[config.mk]
export PLATFORM = sky130hd
export DESIGN_NAME = logic_gate_unit
export DESIGN_NICKNAME = d
export VERILOG_FILES = /design/src/rtl/logic_gate_unit.sv
export SDC_FILE = /design/constraint.sdc
export NUM_CORES = 1
export LEC_CHECK = 0
export CAP_MARGIN = 5
export CORE_MARGIN = 5
export CORE_UTILIZATION = 60
export DETAILED_ROUTE_END_ITERATION = 12
export PLACE_DENSITY = 0.86
export SYNTH_ARGS = -nofsm -noshare
export SYNTH_HDL_FRONTEND = slang
export SYNTH_SLANG_ARGS = --single-unit
[constraint.sdc]
create_clock -name clk -period 5.4 [get_ports clk]
set_input_delay 1.08 -clock clk [delete_from_list [all_inputs] [get_ports clk]]
set_output_delay 1.08 -clock clk [all_outputs]
set_load 0.05 [all_outputs]
[src/rtl/logic_gate_unit.sv]
// W-bit registered bitwise logic unit with valid/ready and packet accumulate.
// Define LOGIC_GATE_UNIT_POPCOUNT_EN to add the registered y_ones output.
module logic_gate_unit #(
  parameter int W = 8
) (
  input  logic         clk,
  input  logic         rst,
  input  logic         in_valid,
  output logic         in_ready,
  input  logic [W-1:0] a,
  input  logic [W-1:0] b,
  input  logic [2:0]   op,
  input  logic         acc_en,
  input  logic         in_last,
  output logic         out_valid,
  input  logic         out_ready,
  output logic [W-1:0] y,
  output logic         y_zero,
  output logic         y_any
`ifdef LOGIC_GATE_UNIT_POPCOUNT_EN
  ,
  output logic [$clog2(W+1)-1:0] y_ones
`endif
);

  localparam logic [0:0] S_IDLE = 1'b0;
  localparam logic [0:0] S_ACC  = 1'b1;

  function automatic logic [W-1:0] f_gate(
    input logic [2:0]   o,
    input logic [W-1:0] x,
    input logic [W-1:0] z
  );
    case (o)
      3'd0:    f_gate = x & z;
      3'd1:    f_gate = x | z;
      3'd2:    f_gate = x ^ z;
      3'd3:    f_gate = ~(x & z);
      3'd4:    f_gate = ~(x | z);
      3'd5:    f_gate = ~(x ^ z);
      3'd6:    f_gate = ~x;
      default: f_gate = x;
    endcase
  endfunction

  // Inverting ops fold with their base operator; NOT/PASS keep the last a.
  function automatic logic [W-1:0] f_base(
    input logic [2:0]   o,
    input logic [W-1:0] acc,
    input logic [W-1:0] x
  );
    case (o)
      3'd0, 3'd3: f_base = acc & x;
      3'd1, 3'd4: f_base = acc | x;
      3'd2, 3'd5: f_base = acc ^ x;
      default:    f_base = x;
    endcase
  endfunction

  logic [0:0]   r_state;
  logic [W-1:0] r_acc;
  logic [2:0]   r_op;
  logic         r_valid;
  logic [W-1:0] r_y;
  logic         r_zero;
  logic         r_any;

  logic         w_fire;
  logic         w_idle;
  logic         w_single;
  logic         w_emit;
  logic         w_inv;
  logic [2:0]   w_op_eff;
  logic [W-1:0] w_acc_nxt;
  logic [W-1:0] w_res;

  assign in_ready  = !r_valid || out_ready;
  assign w_fire    = in_valid && in_ready;
  assign w_idle    = (r_state == S_IDLE);
  assign w_single  = w_idle && !acc_en;
  assign w_emit    = w_fire && (w_single || in_last);
  assign w_op_eff  = w_idle ? op : r_op;
  assign w_acc_nxt = w_idle ? a : f_base(r_op, r_acc, a);
  assign w_inv     = (w_op_eff >= 3'd3) && (w_op_eff <= 3'd6);

  always_comb begin
    w_res = w_inv ? ~w_acc_nxt : w_acc_nxt;
    if (w_single) w_res = f_gate(op, a, b);
  end

  always_ff @(posedge clk or posedge rst) begin
    if (rst) begin
      r_state <= S_IDLE;
      r_acc   <= '0;
      r_op    <= '0;
      r_valid <= 1'b0;
      r_y     <= '0;
      r_zero  <= 1'b1;
      r_any   <= 1'b0;
    end else begin
      if (w_fire && !w_single) begin
        r_acc   <= w_acc_nxt;
        r_state <= in_last ? S_IDLE : S_ACC;
        if (w_idle) r_op <= op;
      end
      if (w_emit) begin
        r_valid <= 1'b1;
        r_y     <= w_res;
        r_zero  <= ~|w_res;
        r_any   <= |w_res;
      end else if (out_ready) begin
        r_valid <= 1'b0;
      end
    end
  end

  assign out_valid = r_valid;
  assign y         = r_y;
  assign y_zero    = r_zero;
  assign y_any     = r_any;

`ifdef LOGIC_GATE_UNIT_POPCOUNT_EN
  localparam int CW = $clog2(W+1);

  function automatic logic [CW-1:0] f_pop(input logic [W-1:0] x);
    int n;
    n = 0;
    for (int i = 0; i < W; i++) n = n + int'(x[i]);
    f_pop = CW'(n);
  endfunction

  logic [CW-1:0] r_ones;

  always_ff @(posedge clk or posedge rst) begin
    if (rst)         r_ones <= '0;
    else if (w_emit) r_ones <= f_pop(w_res);
  end

  assign y_ones = r_ones;
`endif

endmodule
# [After elaboration in Yosys (flattened, before gate mapping)]
# Index checks and enable logic that the tools add are counted.
[totals] ff_bits=23 latchBits=0 mem_bits_rw=0 romBits=0 out_inout_bits=12 word_cells=59 mem_count=0
[op_classes] n_addsub=0 n_mul=0 div_mod_pow=0 magnitude_cmp=2 eq_ne=11 n_shift=0 muxes=9 bitwise_logic=12 n_reduce_logical=18
[op_table] cell="8-bit one-hot mux with 7 select lines" count=1
[op_table] cell="8-bit inverter" count=5
[op_table] cell="8-bit 2-to-1 mux" count=3
[op_table] cell="8-bit one-hot mux with 3 select lines" count=1
[op_table] cell="8-bit bitwise AND" count=2
[op_table] cell="8-bit OR" count=2
[op_table] cell="8-bit bitwise XOR" count=2
[op_table] cell="3-bit equality test, second input constant" count=5
[op_table] cell="3-bit by 2-bit equality test with 1-bit output, second input constant" count=4
[op_table] cell="8-bit OR reduction" count=1
[op_table] cell="3-bit by 1-bit equality test with 1-bit output, second input constant" count=2
[op_table] cell="3-bit zero test" count=2
[op_table] cell="2-bit OR reduction" count=3
[op_table] cell="1-bit logical AND" count=5
[op_table] cell="1-bit zero test" count=4
[op_table] cell="3-bit by 2-bit greater-or-equal comparator with 1-bit output, second input constant" count=1
[op_table] cell="3-bit <= comparator, second input constant" count=1
[op_table] cell="1-bit 2-to-1 mux" count=3
[op_table] cell="3-bit 2-to-1 mux" count=1
[op_table] cell="1-bit logical OR" count=2
[op_table] cell="2-bit nonzero test" count=1
[op_table] cell="1-bit inverter" count=1

# [Longest topological paths before layout]
# Gate-level depths: netlist (run 1).
[depth] ltp_word=9 ltp_mapped=9 ltp_nobuf=9

# [Least setup slack after synthesis (run 1)]
# Ideal clock, no wire load.
[synth_path] path_type="input -> register" startpoint="input a[5]" endpoint="register r_zero, in the netlist y_zero" setup_ps=79 arrival_time_ps=2599 path_slack_ps=2722 path_stages=8 path_cell_list="inv_1 > ha_1 > a2111oi_2 > o21ai_1 > o21a_1 > a41o_1 > o211a_1 > a22o_1"
[synth_via] elab_chain_cells=8 elab_cells_between_ends=18
[synth_rtl] element="start, declared" line_no="10" text="input logic [W-1:0] a,"
[synth_rtl] element="8-bit bitwise XOR (tied with other cells)" line_no="55" text="3'd2, 3'd5: f_base = acc ^ x;"
[synth_rtl] element="8-bit one-hot mux with 3 select lines" line_no="52" text="case (o)"
[synth_rtl] element="8-bit 2-to-1 mux" line_no="83" text="assign w_acc_nxt = w_idle ? a : f_base(r_op, r_acc, a);"
[synth_rtl] element="8-bit inverter" line_no="87" text="w_res = w_inv ? ~w_acc_nxt : w_acc_nxt;"
[synth_rtl] element="8-bit 2-to-1 mux" line_no="87"
[synth_rtl] element="8-bit 2-to-1 mux (*)" line_no="88" text="if (w_single) w_res = f_gate(op, a, b);"
[synth_rtl] element="8-bit OR reduction (*)" line_no="109" text="r_zero <= ~|w_res;"
[synth_rtl] element="1-bit zero test (*)" line_no="109"
[synth_rtl] element="end signal, assigned" line_no="109"
[synth_rtl] element="end, declared" line_no="65" text="logic r_zero;"
# Mark *: on every way between the ends. The rest lies on a longest branch, timed or not.
# A chain may end at the register's enable or synchronous reset.

# [Worst setup path in the final report (run 1)]
[layout_path] startpoint="input op[2]" endpoint="register r_zero, in the netlist y_zero"
[layout_via] elab_chain_cells=7 elab_cells_between_ends=16
[layout_rtl] element="start, declared" line_no="12" text="input logic [2:0] op,"
[layout_rtl] element="3-bit 2-to-1 mux"
[layout_rtl] element="3-bit by 2-bit greater-or-equal comparator with 1-bit output / 3-bit <= comparator (equally long branches)" line_no="84" text="assign w_inv = (w_op_eff >= 3'd3) && (w_op_eff <= 3'd6);"
[layout_rtl] element="1-bit logical AND" line_no="84"
[layout_rtl] element="8-bit 2-to-1 mux" line_no="87"
[layout_rtl] element="8-bit 2-to-1 mux (*)" line_no="88"
[layout_rtl] element="8-bit OR reduction (*)" line_no="109"
[layout_rtl] element="1-bit zero test (*)" line_no="109"
# Marks and branches as above.

==> results by group, run 1 <==
Run status
  • Status: completed

CTS
  • H-tree depth: 1
  • Max Root-Sink Buffers: 2
  • Clock Latency Late Sink: 280 ps
  • Clock root buffer: clkbuf_8
  • Clock-pin slew on the worst setup and hold paths: 80 ps
  • Post-CTS Setup Bufs: 0
  • CTS Hold Bufs: 0
  • CTS Buf Count: 3
  • Post-CTS Resized: 0
  • Clock sinks: 23
  • CTS tree: yes

STA
  • Tcrit/Tclk final: 70.9%
  • Final Critical Period: 3830 ps
  • Worst setup margin: 1570 ps
  • Worst slew margin: 39.4%
  • Min Hold Slack: 495 ps
  • Pins Over Slew Limit: 0
  • Setup_tns: 0 ps
  • Final hold vios: 0
  • Worst Clk Skew: 9.10 ps
  • RSZ-0062 raised after global routing: no
  • Max frequency: 261 MHz
  • Final setup vio count: 0
  • Slew @ Worst Pin: 910 ps

Placement
  • Area post-placement: 0.00314 mm²
  • Final GP Congestion: 0.888
  • Worst slack, placed: 1300 ps
  • I/O Buffers: 36
  • Post-DP HPWL: 5310 µm

Synth
  • Mapped Cells: 351
  • Syn_area_per_cell: 8.07 µm²
  • Syn. warnings: 0
  • Ys async rst share: 100%
  • Seq cells post-synth: 23
  • Area of the mapped netlist: 0.00283 mm²
  • Number of synthesized flops with an enable pin: 0
  • Post-synthesis net count: 408
  • Synth area leader: dfrtp_1
  • Sequential element share of the synthesized area: 20.4%
  • Synth top area cells: dfrtp_1, ha_1, inv_1, nor2b_1, a21oi_1
  • Distinct cells, synth: 63
  • Top-area cell type share of the netlist area: 19.4%
  • Primary FF master, synth: dfrtp_1

Setup path
  • Critical setup path kind: in2reg
  • Crit start category: primary input
  • Max FO, Critical Path: 21
  • Crit end category: register
  • Worst EP arrival: 4040 ps
  • CP required: 5610 ps

Worst hold path
  • Worst hold path class: reg2reg

Drt
  • TritonRoute pass-1 iters: 5
  • Via density: 6.18
  • Drt wl/cell: 16.7 µm
  • # DRC: 0
  • Routed WL: 7060 µm
  • Drt initial violations: 206
  • Vias: 2622
  • Antenna Nets Post-Route: 0

Power and ir drop
  • Worst VDD drop: 0.000349 V
  • P_leak: 1.41 nW
  • P per Cell Area: 402 mW/mm²

Cells and area
  • Net count, final: 428
  • Number of diodes: 0
  • Syn-to-layout area delta: 12.5%
  • Most frequent cells in the layout: clkdlybuf4s50_1, ha_1, inv_1
  • Commonest non-fill, non-tap cell in the layout: clkdlybuf4s50_1
  • Post-Layout Inst Area: 0.00319 mm²
  • Layout cell share with drive strength beyond 1: 7.84%

GRT
  • Antenna violations before repair: 0
  • Vias in the first global route: 2529
  • First-pass GRT wire length: 11900 µm
  • Largest net degree at the start of global routing: 31
  • Grt total ovfl: 0
  • All-Layer GR Usage: 23.7%

Floorplanning
  • Rows: 25
  • Die width: 78.7 µm
  • Die H: 78.7 µm
  • # IOs: 37
  • Die area: 0.00620 mm²
  • Initial core utilization: 60.8%
  • Core Area: 0.00466 mm²

Run
  • MaxCap Viol Count: 0
-- path summary, 6_finish.rpt --
check / start / endpoint / slack, ps / depth (start not counted)
hold reg to reg: y[5] / y[5] / 500 / 2
max in group asynchronous: rst / r_op[0] / 3570 / 2
hold / removal: y[5] / y[5] / 500 / 2
min in group asynchronous: rst / out_valid / 1280 / 2
setup reg to reg: r_op[1] / y_zero / 2630 / 7
setup / recovery: op[2] / y_zero / 1570 / 8
-- cell families (layout without fill, tap and decap cells) --
| group | after synthesis | count (layout) | share of synthesized area, % |
|---|---|---|---|
| and+or+nand+nor | 107 | 107 | 19.5 |
| xor gates and xnor gates | 14 | 14 | 4.33 |
| DFF | 23 | 23 | 20.4 |
| adders and majority gates | 32 | 32 | 14.1 |
| buffers and inverters | 58 | 77 | 9.67 |
| muxes | 19 | 19 | 7.69 |
| AOI/OAI and AO/OA | 98 | 98 | 24.3 |
-- cell type report --
cell class | count | area [µm²]
clock buffer | 3 | 41.3
clock inverter | 1 | 5.00
fill | 379 | 1470
inverter | 33 | 124
multi-input combinational | 270 | 1980
sequential | 23 | 577
tap | 54 | 67.6
timing repair buffer | 40 | 390
-- power by group --
group | switching (W) | internal (W)
Sequential | 0.000113 | 0.000243
Clock | 0.0000630 | 0.0000518
Combinational | 0.000461 | 0.000350
-- flip-flops by register name, indices dropped and copies added (netlist names) --
register   count
r_acc          8
y              8
r_op           3
out_valid      1
r_state        1
y_any          1
y_zero         1
-- critical path, cell delays in order --
cell,delay [ps]
clkdlybuf4s50_1,870
clkinv_1,430
xnor2_1,240
mux2i_2,600
nand3b_1,220
nor4_1,50
a311o_1,350
a22o_1,190
-- through the flow --
stage / std cells / utilization [%] / power (W)
after floorplan: 351 / - / 0.000975
after global placement: 420 / 67.4 / 0.00113
final: 424 / 68.4 / 0.00128
after detailed placement: 420 / 67.4 / 0.00116
after CTS: 424 / 68.4 / 0.00128
after global routing: 424 / 68.4 / 0.00138
-- synth_stat cells, types with 5 or more instances --
master / instances
nor2_1: 25
mux2_2: 8
buf_2: 12
inv_1: 30
dfrtp_1: 22
buf_4: 5
ha_1: 32
mux2i_1: 8
nand2_1: 25
nor2b_1: 17
a21oi_1: 19
o211ai_1: 6
a31oi_1: 7
a211oi_1: 5
o21ai_1: 6
clkbuf_1: 5
nand2b_1: 8
nor3_1: 7
xnor2_1: 8
xor2_1: 6
o21ai_0: 18
-- layer usage --
layer,up-vias,GRT usage (%),routed length [µm]
met2,88,38.5,3290
met4,0,9.97,218
met5,-,0,0
met3,18,4.20,439
met1,1228,31.0,3110
li1,1288,-,-
(Power assumes the default switching activity.)
==> run 2, diff against run 1 <==
--- a/config.mk
+++ b/config.mk
@@ -7,9 +7,9 @@
 export LEC_CHECK = 0
 export CAP_MARGIN = 5
 export CORE_MARGIN = 5
-export CORE_UTILIZATION = 60
+export CORE_UTILIZATION = 51
 export DETAILED_ROUTE_END_ITERATION = 12
-export PLACE_DENSITY = 0.86
+export PLACE_DENSITY = 0.78
 export SYNTH_ARGS = -nofsm -noshare
 export SYNTH_HDL_FRONTEND = slang
 export SYNTH_SLANG_ARGS = --single-unit
==> constraint.sdc (replaced) <==
create_clock -name clk -period 3.51 [get_ports clk]
set_input_delay 0.702 -clock clk [delete_from_list [all_inputs] [get_ports clk]]
set_output_delay 0.702 -clock clk [all_outputs]
set_load 0.05 [all_outputs]
==> results by group, run 2 (synthesized netlist as in run 1, its figures left out) <==
Run status
  • Status: completed

Drt
  • Via density: 5.96
  • Antenna Nets Post-Route: 0
  • # DRC: 0
  • Vias: 2671
  • TritonRoute pass-1 iters: 4
  • Drt wl/cell: 16.5 µm
  • Routed WL: 7400 µm
  • Drt initial violations: 152

CTS
  • CTS Buf Count: 3
  • Clock root buffer: clkbuf_8
  • Clock-pin slew on the worst setup and hold paths: 80 ps
  • Post-CTS Setup Bufs: 0
  • H-tree depth: 1
  • Clock sinks: 23
  • Max Root-Sink Buffers: 2
  • CTS tree: yes
  • CTS Hold Bufs: 0
  • Clock Latency Late Sink: 270 ps
  • Post-CTS Resized: 0

Floorplanning
  • Die width: 84.5 µm
  • Rows: 27
  • Initial core utilization: 52.1%
  • Core Area: 0.00544 mm²
  • # IOs: 37
  • Die H: 84.5 µm
  • Die area: 0.00714 mm²

STA
  • Min Hold Slack: 488 ps
  • Max frequency: 341 MHz
  • Pins Over Slew Limit: 0
  • Worst slew margin: 35.3%
  • Worst Clk Skew: 5.37 ps
  • Final Critical Period: 2940 ps
  • Final setup vio count: 0
  • RSZ-0062 raised after global routing: no
  • Final hold vios: 0
  • Tcrit/Tclk final: 83.6%
  • Slew @ Worst Pin: 970 ps
  • Setup_tns: 0 ps

Power and ir drop
  • Clock power frac: 8.5%
  • Sequential power share: 27.1%
  • Internal: 0.00101 W
  • Combinational fraction of design power: 64.3%
  • Worst VDD drop: 0.000377 V
  • P_leak: 1.44 nW
  • P per Cell Area: 613 mW/mm²
  • Sw Share: 49.5%
  • Switching power: 0.000987 W

Cells and area
  • Net count, final: 434
  • Layout cell share with drive strength beyond 1: 9.31%
  • Syn-to-layout area delta: 14.9%
  • Area of the multi-input gates: 0.00198 mm²
  • Register Area: 577 µm²
  • Most frequent cells in the layout: clkdlybuf4s50_1, ha_1, inv_1
  • Number of diodes: 0
  • Final core occ: 59.8%
  • Commonest non-fill, non-tap cell in the layout: clkdlybuf4s50_1
  • FILL cells: 525

Setup path
  • Max FO, Critical Path: 6
  • Critical setup path kind: in2out
  • Max stage delay on crit path: 860 ps
  • Worst EP arrival: 2230 ps
  • Crit path cell chain: clkdlybuf4s50_1 > nand2b_1 > clkdlybuf4s50_1
  • CP required: 2810 ps
  • Worst R2R Path Depth: 7
  • Most used cell, CP: clkdlybuf4s50_1
  • Crit start category: primary input
  • Critical-path top delay cell: clkdlybuf4s50_1
  • Crit end category: primary output

Placement
  • Post-DP HPWL: 5550 µm
  • I/O Buffers: 36
  • Final GP Congestion: 0.940

GRT
  • Antenna violations before repair: 0
  • Largest net degree at the start of global routing: 36
  • Grt total ovfl: 0
  • Vias in the first global route: 2632
  • First-pass GRT wire length: 12400 µm
  • All-Layer GR Usage: 21.0%

Worst hold path
  • Hold Path Stages: 2
  • Worst hold path class: reg2reg

Run
  • MaxCap Viol Count: 0
-- run 2: changes by cell type in the layout (fill, tap and decap cells not counted), sizes merged --
cell / before / now
buf: 4 / 10
-- run 2: final timing paths --
kind | from | to | slack [ps]
setup / recovery | out_ready | in_ready | 570
hold / removal | y[5] | y[5] | 490
setup reg to reg | r_op[1] | y_zero | 710
hold reg to reg | y[5] | y[5] | 490
max in group asynchronous | rst | r_acc[3] | 2020
min in group asynchronous | rst | y[1] | 930
-- run 2: cell type report --
cell class,instances,area share (%)
sequential,23,17.7
inverter,33,3.81
timing repair buffer,46,13.4
clock inverter,1,0.154
clock buffer,3,1.27
multi-input combinational,270,60.9
tap,72,2.77
-- run 2: per-layer routing --
metal  vias to the layer above  part of all wire (%)  wire (µm)  track usage, %
li1                       1299                     -          -               -
met1                      1277                    44       3220            26.5
met2                        76                    49       3660            36.6
met3                        19                   4.2        310            2.36
met4                         0                   2.8        204            7.91
met5                         -                     0          0               0
-- run 2: power by group through the flow --
stage	logic, W	clock network (W)	registers [W]
2_1_floorplan	0.000884	0	0.000616
3_5_place_dp	0.00127	0	0.000543
5_1_grt	0.00140	0.000184	0.000559
3_3_place_gp	0.00123	0	0.000538
6_report	0.00128	0.000170	0.000541
4_1_cts	0.00128	0.000171	0.000537
-- run 2: worst max-delay path, delay by kind of cell --
| kind | cells | cell delay (ps) |
|---|---|---|
| simple gates | 1 | 230 |
| buf+inv | 2 | 1300 |
-- run 2: metrics by stage --
step | setup slack (ps) | total power (W) | cell area, µm² | instances
after global placement | 390 | 0.00176 | 3210 | 444
after detailed placement | 340 | 0.00181 | 3210 | 444
after CTS | 571 | 0.00199 | 3250 | 448
final | 575 | 0.00199 | 3250 | 448
after global routing | 450 | 0.00214 | 3250 | 448
after floorplan | 1210 | 0.00150 | 2830 | 351
==> run 3, diff against run 2 <==
--- a/config.mk
+++ b/config.mk
@@ -7,9 +7,9 @@
 export LEC_CHECK = 0
 export CAP_MARGIN = 5
 export CORE_MARGIN = 5
-export CORE_UTILIZATION = 51
+export CORE_UTILIZATION = 57
 export DETAILED_ROUTE_END_ITERATION = 12
-export PLACE_DENSITY = 0.78
+export PLACE_DENSITY = 0.82
 export SYNTH_ARGS = -nofsm -noshare
 export SYNTH_HDL_FRONTEND = slang
 export SYNTH_SLANG_ARGS = --single-unit
==> constraint.sdc (replaced) <==
create_clock -name clk -period 3 [get_ports clk]
set_input_delay 0.6 -clock clk [delete_from_list [all_inputs] [get_ports clk]]
set_output_delay 0.6 -clock clk [all_outputs]
set_load 0.05 [all_outputs]
==> results by group, run 3 (synthesized netlist as in run 1, its figures left out) <==
Setup path
  • Critical-path top delay cell: clkdlybuf4s50_1
  • Worst reg-to-reg setup slack: 510 ps
  • WP buf/inv: 2
  • Worst R2R Path Depth: 7
  • Worst r2r src: r_op[2]
  • Most used cell, CP: o21ai_1
  • CP required: 3230 ps
  • Crit start category: primary input
  • Worst EP arrival: 2950 ps
  • Crit end category: register
  • Max stage delay on crit path: 570 ps
  • Critical setup path kind: in2reg
  • Crit-path leading delay family: compound AO/OA/AOI/OAI gates
  • Max FO, Critical Path: 5
  • Crit path cell chain: clkdlybuf4s50_1 > inv_1 > ha_1 > a21bo_2 > o32a_1 > o21ai_1 > o21ai_1 > nor4_1 > a311o_1 > a22o_1
  • RR Endpoint: y_zero

Drt
  • Antenna Nets Post-Route: 0
  • Met2 wire length: 3600 µm
  • Drt wl/cell: 15.9 µm
  • Uppermost layer routed: met4
  • Met3 wire len: 395 µm
  • Vias: 2700
  • Via density: 5.91
  • WL met1: 3230 µm
  • # DRC: 0
  • Routed WL: 7280 µm
  • Drt initial violations: 199
  • TritonRoute pass-1 iters: 4

Cells and area
  • Syn-to-layout area delta: 18.7%
  • FILL cells: 397
  • Commonest non-fill, non-tap cell in the layout: clkdlybuf4s50_1
  • Most frequent cells in the layout: clkdlybuf4s50_1, ha_1, inv_1
  • Layout cell share with drive strength beyond 1: 12.6%
  • Number of diodes: 0
  • Net count, final: 448

Worst hold path
  • Hold path start: y[6]
  • Hold Path Stages: 1
  • Worst hold path class: reg2reg
  • Hold endpoint: y[6]

STA
  • Final hold vios: 0
  • Final Critical Period: 2720 ps
  • Worst Clk Skew: 6.30 ps
  • Tcrit/Tclk final: 90.8%
  • Final setup vio count: 0
  • Pins Over Slew Limit: 0
  • Setup_tns: 0 ps
  • Min Hold Slack: 502 ps
  • Worst slew margin: 39.8%
  • Slew @ Worst Pin: 902 ps
  • RSZ-0062 raised after global routing: no
  • Max frequency: 367 MHz

CTS
  • CTS Hold Bufs: 0
  • CTS tree: yes
  • Clock-pin slew on the worst setup and hold paths: 90 ps
  • Clock root buffer: clkbuf_8
  • CTS Buf Count: 3
  • Post-CTS Resized: 0
  • Clock Latency Late Sink: 280 ps
  • Max Root-Sink Buffers: 2
  • Clock sinks: 23
  • H-tree depth: 1
  • Post-CTS Setup Bufs: 0

Floorplanning
  • Rows: 25
  • Core Area: 0.00479 mm²
  • Die H: 80.5 µm
  • Initial core utilization: 59.2%
  • Die area: 0.00648 mm²
  • Die width: 80.5 µm
  • # IOs: 37

GRT
  • Antenna violations before repair: 0
  • Largest net degree at the start of global routing: 28
  • All-Layer GR Usage: 23.3%
  • Vias in the first global route: 2524
  • Grt total ovfl: 0
  • First-pass GRT wire length: 11800 µm

Power and ir drop
  • Sw Share: 48.8%
  • Sequential power share: 25.1%
  • Combinational fraction of design power: 66.3%
  • P_leak: 1.51 nW
  • Internal: 0.00122 W
  • P per Cell Area: 708 mW/mm²
  • Worst VDD drop: 0.000653 V
  • Clock power frac: 8.7%
  • Switching power: 0.00116 W

Placement
  • Final GP Congestion: 0.880
  • I/O Buffers: 36
  • Post-DP HPWL: 5670 µm

Run status
  • Status: completed

Run
  • MaxCap Viol Count: 0
run 3: worst max path at each step:
| stage | from | end | slack [ps] | depth (start not counted) |
|---|---|---|---|---|
| after CTS | a[6] | y_zero | 300 | 10 |
| after floorplan | a[5] | y_zero | 800 | 8 |
| after global routing | a[6] | y_any | 170 | 10 |
| after detailed placement | a[6] | y_zero | 20 | 10 |
| final | a[6] | y_zero | 280 | 10 |
| after global placement | a[6] | y_any | 70 | 10 |
run 3: metrics by stage:
stage	instance area [µm²]	power, W	setup WS (ps)	cells	util, %
4_1_cts	3360	0.00236	297	457	70.2
2_1_floorplan	2830	0.00176	802	351	-
5_1_grt	3360	0.00255	167	457	70.2
3_5_place_dp	3320	0.00215	15.3	453	69.3
6_report	3360	0.00238	276	457	70.2
3_3_place_gp	3320	0.00211	74.1	453	69.3
run 3: power by group through the flow:
| stage | registers (W) | logic, W | clock network (W) |
|---|---|---|---|
| global placement | 0.000591 | 0.00152 | 0 |
| floorplan | 0.000721 | 0.00103 | 0 |
| finish | 0.000596 | 0.00158 | 0.000206 |
| detailed placement | 0.000597 | 0.00156 | 0 |
| CTS | 0.000593 | 0.00157 | 0.000206 |
| global route | 0.000618 | 0.00171 | 0.000219 |
run 3: area by class of cell:
class	instances	area [µm²]	area share, %
multi-input combinational	270	1980	59.0
sequential	23	577	17.2
timing repair buffer	60	551	16.4
inverter	33	124	3.68
tap	67	83.8	2.49
clock buffer	4	45.0	1.34
run 3: layer usage:
layer	track usage, %	vias up
met4	3.89	0
met5	0	-
li1	-	1325
met3	3.36	7
met1	30.9	1300
met2	40.6	68
==> patch, RTL diff (flow settings as in run 3) <==
Change the parameter `W` from 8 to 9.
--- a/src/rtl/logic_gate_unit.sv
+++ b/src/rtl/logic_gate_unit.sv
@@ -2,5 +2,5 @@
 // Define LOGIC_GATE_UNIT_POPCOUNT_EN to add the registered y_ones output.
 module logic_gate_unit #(
-  parameter int W = 8
+  parameter int W = 9
 ) (
   input  logic         clk,
Interface: changed (resized a, b and y); port bits go from 37 to 40. No check against the original RTL was run, so the function may have changed too.
==> patch against run 3 <==
- setup slack lost 160 ps
- cell area grew 10%
- total power grew 11%
- combinational power grew 13%
- sequential share of layout area shrank 0.25 points
- sequential cell count grew 2
- routed wire length grew 16%
- area after synthesis grew 6.5%
==> patch: results (changes against run 3) <==
stage;metric;value;unit;change
status;status;complete, no violations;;unchanged
synthesis;async_flop_share;1.000;;unchanged
grt;grt_pass1_vias;2778;;was 2524
pwr;p_switching;1.263;mW;was 1.160 mW
synthesis;yosysSeqAreaShare;0.2077;;was 0.2036
pwr;clkPwrFrac;0.082;;was 0.087
pwr;ir_worst_vdd;444.7;uV;was 652.6 uV
pwr;power;2.642;mW;was 2.380 mW
clocking;cts_made_buffers;3;;unchanged
detailed_routing;firstDrtPassIters;5;;was 4
timing;fin_skew;13.09;ps;was 6.303 ps
synthesis;syn_nets;430;;was 408
grt;grt_use_met2;0.4471;;was 0.4065
detailed_routing;routed.top_layer;met4;;unchanged
pwr;leakage;1.664;nW;was 1.509 nW
worst_setup_path;cp.arrival;3110;ps;was 2950 ps
clocking;root_buffer;clkbuf_8;;unchanged
clocking;h-tree-depth;1;;unchanged
hold_path;hold_class;reg -> reg;;unchanged
place;portBuffers;39;;was 36
detailed_routing;route.met3.wl;702;um;was 395 um
finish;final_nets;484;;was 448
grt;grt_use_met3;0.03471;;was 0.03363
grt;grt_pass1_wl;13.74;mm;was 11.84 mm
clocking;clk_latency;280;ps;about the same
synthesis;ys_warn_count;0;;unchanged
timing;setup-tns-final;0;ps;unchanged
pwr;sequentialPowerShare;0.242;;was 0.251
grt;grt_max_degree;28;;unchanged
finish;nFillCells;429;;was 397
finish;diodes;0;;unchanged
detailed_routing;routed_wl;8.447;mm;was 7.282 mm
place;gp_congestion;0.9260;;was 0.8799
detailed_routing;vias;3017;;was 2700
worst_setup_path;cp_max_fo;2;;was 5
grt;grt_usage;0.2611;;was 0.2332
timing;max-slew-margin-rel;0.5668;;was 0.3979
detailed_routing;wl_met1;3.513;mm;was 3.233 mm
grt;antenna_found_initial;0;;unchanged
finish;layout-drive-gt1-share;0.1571;;was 0.1256
detailed_routing;wl_met2;4.074;mm;was 3.603 mm
detailed_routing;drtIter0Drc;250;;was 199
place;dp_cells;486;;was 453
place;pre_cts_slack;-138.3;ps;was 15.28 ps
clocking;postCtsSetupBuffers;0;;unchanged
place;hpwl;6.655;mm;was 5.669 mm
clocking;ctsLongestPathBuffers;2;;unchanged
synthesis;synthCells;367;;was 351
place;placed_cell_area;3646;sq um;was 3317 sq um
synthesis;ys_types;57;;was 63
synthesis;netlist_top_cells_count;ha_1, inv_1, nor2_1, dfrtp_1, nand2_1;;was ha_1, inv_1, nand2_1, nor2_1, dfrtp_1
detailed_routing;wl_per_cell;17.24;um;was 15.93 um
synthesis;synthTopCellsByArea;dfrtp_1, ha_1, mux2_2;;was dfrtp_1, ha_1, inv_1
grt;grt.met1_usage;0.3474;;was 0.3089
clocking;clkTransAtPathRegs;100;ps;
[patch: cell count changes after synthesis, sizes merged, moves of 4 or more]
cell           run 3  this run
xor2               6         1
nor3               7         3
o21ai             24        13
nand2b             8        15
nand2             26        22
xnor2              8        13
ha                32        36
clkbuf             5         9
mux2               9        17
buf               20        14
[patch: critical path, cell delays in order]
cell and delay, ps:
clkdlybuf4s50_1 470, inv_1 60, ha_1 300, mux2i_1 60, and3_1 170, nor4_1 280
buf_4 170, mux2i_1 220, nand4_1 140, nor4_1 420, a22o_1 210
[patch: timing repair]
action	CTS	global route
hold buffers	0	0
resized for setup	0	4
endpoints found under the setup margin	0	2
[patch: path summary, 6_finish.rpt]
path | depth (start not counted) | startpoint | endpoint | slack [ps]
min in group asynchronous | 3 | rst | r_acc[3] | 660
min | 2 | y[8] | y[8] | 490
min reg2reg | 2 | y[8] | y[8] | 490
max reg2reg | 8 | r_op[0] | y_zero | 320
max | 11 | a[0] | y_zero | 120
max in group asynchronous | 3 | rst | y_zero | 2040
[patch: final cells by class]
type                            count  area, sq um  area share
Tap cell                           70        87.58     0.02362
Multi-Input combinational cell    284         2153      0.5806
Timing Repair Buffer               72        660.6      0.1781
Clock inverter                      1        7.507    0.002024
Sequential cell                    25        626.9      0.1690
Clock buffer                        3        41.29     0.01113
Inverter                           35        131.4     0.03543
[patch: logic make-up after synthesis]
| family | count (synthesis) | share of synthesized area |
|---|---|---|
| compound gates | 90 | 0.2077 |
| xor+xnor | 14 | 0.04063 |
| fa+ha+maj | 36 | 0.1493 |
| buf+inv | 58 | 0.08333 |
| flops | 25 | 0.2077 |
| mux | 27 | 0.1061 |
| simple gates | 117 | 0.2052 |
